<file path="config.mk">
export PLATFORM = sky130hd
export DESIGN_NAME = mem_responder
export DESIGN_NICKNAME = d
export VERILOG_FILES = /design/src/rtl/mem_responder.sv
export SDC_FILE = /design/constraint.sdc
export NUM_CORES = 2
export LEC_CHECK = 0
export ABC_CLOCK_PERIOD_IN_PS = 3400
export CAP_MARGIN = 15
export CORE_ASPECT_RATIO = 0.8
export CORE_MARGIN = 1.5
export CORE_UTILIZATION = 29
export DETAILED_ROUTE_END_ITERATION = 6
export PLACE_DENSITY = 0.47
export SLEW_MARGIN = 20
export SYNTH_ARGS = -nofsm -noshare
export SYNTH_HDL_FRONTEND = slang
export SYNTH_SLANG_ARGS = --single-unit
</file>
<file path="constraint.sdc">
create_clock -name clk -period 3.4 [get_ports clk]
set_input_delay 0.34 -clock clk [delete_from_list [all_inputs] [get_ports clk]]
set_output_delay 0.34 -clock clk [all_outputs]
set_load 0.05 [all_outputs]
</file>
<file path="src/rtl/mem_responder.sv">
// Word-addressed 32-bit memory slave with a four-phase req/ack handshake and
// programmable wait states. Define MEM_PRELOAD_EN to load a boot image on reset.
module mem_responder #(
   parameter int unsigned DEPTH       = 64,
   parameter int unsigned WAIT_CYCLES = 1
) (
   input  logic        clk,
   input  logic        reset,
   input  logic        req,
   input  logic        we,
   input  logic [11:0] addr,
   input  logic [31:0] wdata,
   output logic        ack,
   output logic [31:0] rdata,
   output logic        err,
   output logic [15:0] txn_count
);

   localparam int unsigned AW = (DEPTH > 1) ? $clog2(DEPTH) : 1;

   typedef enum logic [1:0] {IDLE, BUSY, ACK} state_t;

   state_t         state, state_nxt;
   logic [3:0]     wait_cnt;
   logic           we_q;
   logic [11:0]    addr_q;
   logic [31:0]    wdata_q;
   logic           access;
   logic           in_range;
   logic [AW-1:0]  idx;
   logic [31:0]    mem [DEPTH];

   assign in_range = ({20'd0, addr_q} < DEPTH);
   assign idx      = addr_q[AW-1:0];

   always_ff @(posedge clk or posedge reset) begin
      if (reset) state <= IDLE;
      else       state <= state_nxt;
   end

   always_comb begin
      state_nxt = state;
      access    = 1'b0;
      case (state)
         IDLE: if (req) state_nxt = BUSY;
         BUSY: begin
            if (wait_cnt == '0) begin
               access    = 1'b1;
               state_nxt = ACK;
            end
         end
         ACK:  if (!req) state_nxt = IDLE;
         default: state_nxt = IDLE;
      endcase
   end

   // Request is captured once in IDLE; the initiator may change its inputs afterwards.
   always_ff @(posedge clk or posedge reset) begin
      if (reset) begin
         wait_cnt  <= '0;
         we_q      <= 1'b0;
         addr_q    <= '0;
         wdata_q   <= '0;
         ack       <= 1'b0;
         err       <= 1'b0;
         rdata     <= '0;
         txn_count <= '0;
      end else begin
         if (state == IDLE && req) begin
            we_q     <= we;
            addr_q   <= addr;
            wdata_q  <= wdata;
            wait_cnt <= 4'(WAIT_CYCLES);
         end else if (state == BUSY && wait_cnt != '0) begin
            wait_cnt <= wait_cnt - 4'd1;
         end

         if (access) begin
            ack       <= 1'b1;
            err       <= !in_range;
            txn_count <= txn_count + 16'd1;
            if (!in_range)  rdata <= '0;
            else if (!we_q) rdata <= mem[idx];
         end else if (state == ACK && !req) begin
            ack <= 1'b0;
            err <= 1'b0;
         end
      end
   end

`ifdef MEM_PRELOAD_EN
   always_ff @(posedge clk or posedge reset) begin
      if (reset) begin
         for (int unsigned i = 0; i < DEPTH; i++) mem[i] <= '0;
         mem[0] <= 32'd3;
         mem[1] <= 32'd4;
         mem[2] <= 32'h5000_0001;
      end else if (access && we_q && in_range) begin
         mem[idx] <= wdata_q;
      end
   end
`else
   always_ff @(posedge clk) begin
      if (access && we_q && in_range) mem[idx] <= wdata_q;
   end
`endif

endmodule
</file>
==> flow_summary.yaml <==
global_route:
  grt_pass1_wl_um: 360900
  grt-ovfl-total: 0
  antenna_found_initial: 20
  grt_max_degree: 93
  first_global_vias: 45270
  grt_usage_pct: 17.18
floorplan:
  die_x_um: 608.0
  core-area_um2: 291000
  dieArea_um2: 296100
  rows: 177
  start_util_pct: 29.19
  chipHeight_um: 487.0
  ios: 98
route:
  wire_per_inst_um: 27.79
  drtIter0Drc: 5075
  ant_nets: 0
  vias: 46410
  drc_errors: 0
  firstDrtPassIters: 5
  wirelength_um: 260000
  viasPerCell: 4.961
finish:
  final_core_util_pct: 35.01
  area_growth_pct: 19.97
  drive_above_1_share_pct: 18.29
  fillers: 27600
  final_nets: 5369
  layout_commonest_cell: "edfxtp_1"
  layout_common_cells: "edfxtp_1, mux2i_1, nand2_1"
clock_network:
  cts_buffers: 226
  cts.sinks: 2149
  root_buffer: "clkbuf_16"
  clk_pin_slew_ps: 60
  clk_latency_ps: 890
  postCtsSetupBuffers: 0
  cts_tree: "built"
  htreeDepth: 4
  clockBufferDepth: 4
power:
  power.leakage_nw: 33.04
  power_mw: 86.03
  ir_drop_mv: 0.9068
  p_per_area_nw_per_um2: 844.3
critical_path:
  crit_chain: "buf_12 -> buf_4 -> nor2b_4 -> buf_12 -> buf_12 -> a221oi_1 -> o21ai_0 -> a2bb2oi_1 -> a31oi_1"
  startpoint_type: "flip-flop"
  worstPathRequired_ps: 4130
  cp_max_fo: 47
  critPathKind: "flip-flop to flip-flop"
  cp-end-kind: "flip-flop"
  critPathMaxStageDelay_ps: 690
  cp_data_arrival_time_ps: 4110
  worst_path_most_repeated_cell: "buf_12"
  cpMaxStageDelayCell: "a2bb2oi_1"
placed_design:
  routabilityCongestion: 0.7982
  io_buffer_count: 97
  dp_hpwl_um: 155000
outcome:
  status: "completed"
sta:
  finalSetupTns_ps: 0
  hold_viol: 0
  slew_headroom_pct: 22.26
  fin_crit_ps: 3385
  tightestPinTransition_ps: 1166
  finalMaxSlewViolations: 0
  post-route-period-util_pct: 99.55
  setup_viol: 0
  max_clock_freq_mhz: 295.4
  rsz0062_at_grt: "false"
  skew_ps: 65.67
logic_synthesis:
  postSynthAreaPerCell_um2: 17.35
  syn-num-nets: 4946
  synth.distinct_cells: 54
  ys_ff_latch: 2149
  synth_async_sr_flop_share_pct: 4.700
  yosysSeqAreaShare_pct: 75.39
  yosys_warnings: 0
  ys.flop_type: "edfxtp_1"
  synthesis.area_um2: 84930
  synth-edff-count: 2048
  syn-instance-count: 4895
run:
  drv_cap: 0
worst_hold_path:
  hold_class: "input port to flip-flop"
## power by group
part	internal (mW)	switching, mW
Sequential	32.8	2.11
Combinational	10.1	17.1
Clock	13.7	10.2
## stage by stage
| step | cell area (µm²) | std cells | hold slack [ps] | setup WS (ps) |
|---|---|---|---|---|
| 2_1_floorplan | 84930 | 4895 | 437.0 | 47.80 |
| 3_3_place_gp | 94370 | 8897 | 464.7 | 18.11 |
| 3_5_place_dp | 94370 | 8897 | 463.3 | 4.071 |
| 4_1_cts | 101800 | 9347 | 19.40 | 24.45 |
| 5_1_grt | 101900 | 9348 | 68.21 | 14.96 |
| 6_report | 101900 | 9355 | 75.09 | 15.14 |
## flip-flops by register name, indices dropped and copies added, names as in the netlist
name,cells
ack,1
addr_q,12
err,1
mem,2048
rdata,32
state,2
txn_count,16
wait_cnt,4
wdata_q,32
we_q,1
## routing by layer
| metal | up-vias | global-route usage, % | routed length [µm] | part of all wire (%) |
|---|---|---|---|---|
| met5 | - | 0 | 15 | 0.0058 |
| met4 | 4 | 4.974 | 7507 | 2.9 |
| met3 | 318 | 3.710 | 18750 | 7.2 |
| met2 | 1376 | 24.42 | 108000 | 42 |
| met1 | 24390 | 26.06 | 125700 | 48 |
| li1 | 20320 | - | - | - |
## layout make-up
cell class,instances,area (µm²),share of cell area (%)
flip-flops and latches,2149,64090,62.89
repair buffers,523,5886,5.776
inverters,6,30.03,0.02947
clock buffers,288,5962,5.851
clock inverters,121,1050,1.030
diodes,8,20.02,0.01965
well taps,3848,4815,4.725
multi-input cells,2412,20050,19.67
## logic make-up (layout without fill, tap and decap cells)
kind of cell	count (synthesis)	in the layout	synth area share, %
AO/OA/AOI/OAI	807	807	7.173
XOR/XNOR	18	18	0.1856
adder cells (fa/ha/maj)	3	3	0.04420
buffers and inverters	334	938	1.812
flip-flops	2149	2149	75.39
multiplexers	735	735	10.53
other	0	8	0
AND/OR/NAND/NOR	849	849	4.863
## critical path: cells and delay by family (launching register included)
family	cells	cell delay, ps
DFF	1	560
buffers and inverters	4	850
and+or+nand+nor	1	170
AOI/OAI and AO/OA	4	1560
## repair_timing
action	in CTS	in global routing
hold endpoints to repair	80	0
endpoints found under the setup margin	0	11
hold buffers	41	0
resized for setup	0	13
## path summary, 6_finish.rpt
check	startpoint	endpoint	slack, ps	cells after the start
min reg2reg	wdata_q[3]	wdata_q[3]	480	2
min in group asynchronous	reset	txn_count[8]	460	3
min	addr[3]	addr_q[3]	80	3
max	addr_q[1]	rdata[7]	20	9
max reg2reg	addr_q[1]	rdata[7]	20	9
max in group asynchronous	reset	addr_q[0]	2150	4
## cell usage after synthesis (4+ instances only)
cell,instances,area (µm²)
edfxtp_1,2048,61500
mux2i_1,607,6076
nand2_1,414,1554
nand2b_1,257,1608
o22a_1,199,1743
buf_2,165,825.8
a21oi_1,163,815.8
a221oi_1,161,1410
clkbuf_1,128,480.5
mux4_2,127,2860
dfrtp_1,101,2527
nor2_1,72,270.3
o22ai_1,58,362.9
o21ai_0,34,170.2
o221ai_1,34,297.8
or2_2,33,206.5
a31oi_1,32,200.2
nor4_1,32,200.2
o211ai_1,32,240.2
o21a_1,29,217.7
a2bb2oi_1,28,245.2
o221a_2,27,304.0
buf_1,17,63.81
buf_4,15,112.6
xnor2_1,14,122.6
nand3_1,7,35.03
inv_1,5,18.77
nand3b_1,4,30.03
nand4_1,4,25.02
xor2_1,4,35.03
No activity file was read; power rests on OpenSTA's default activity.
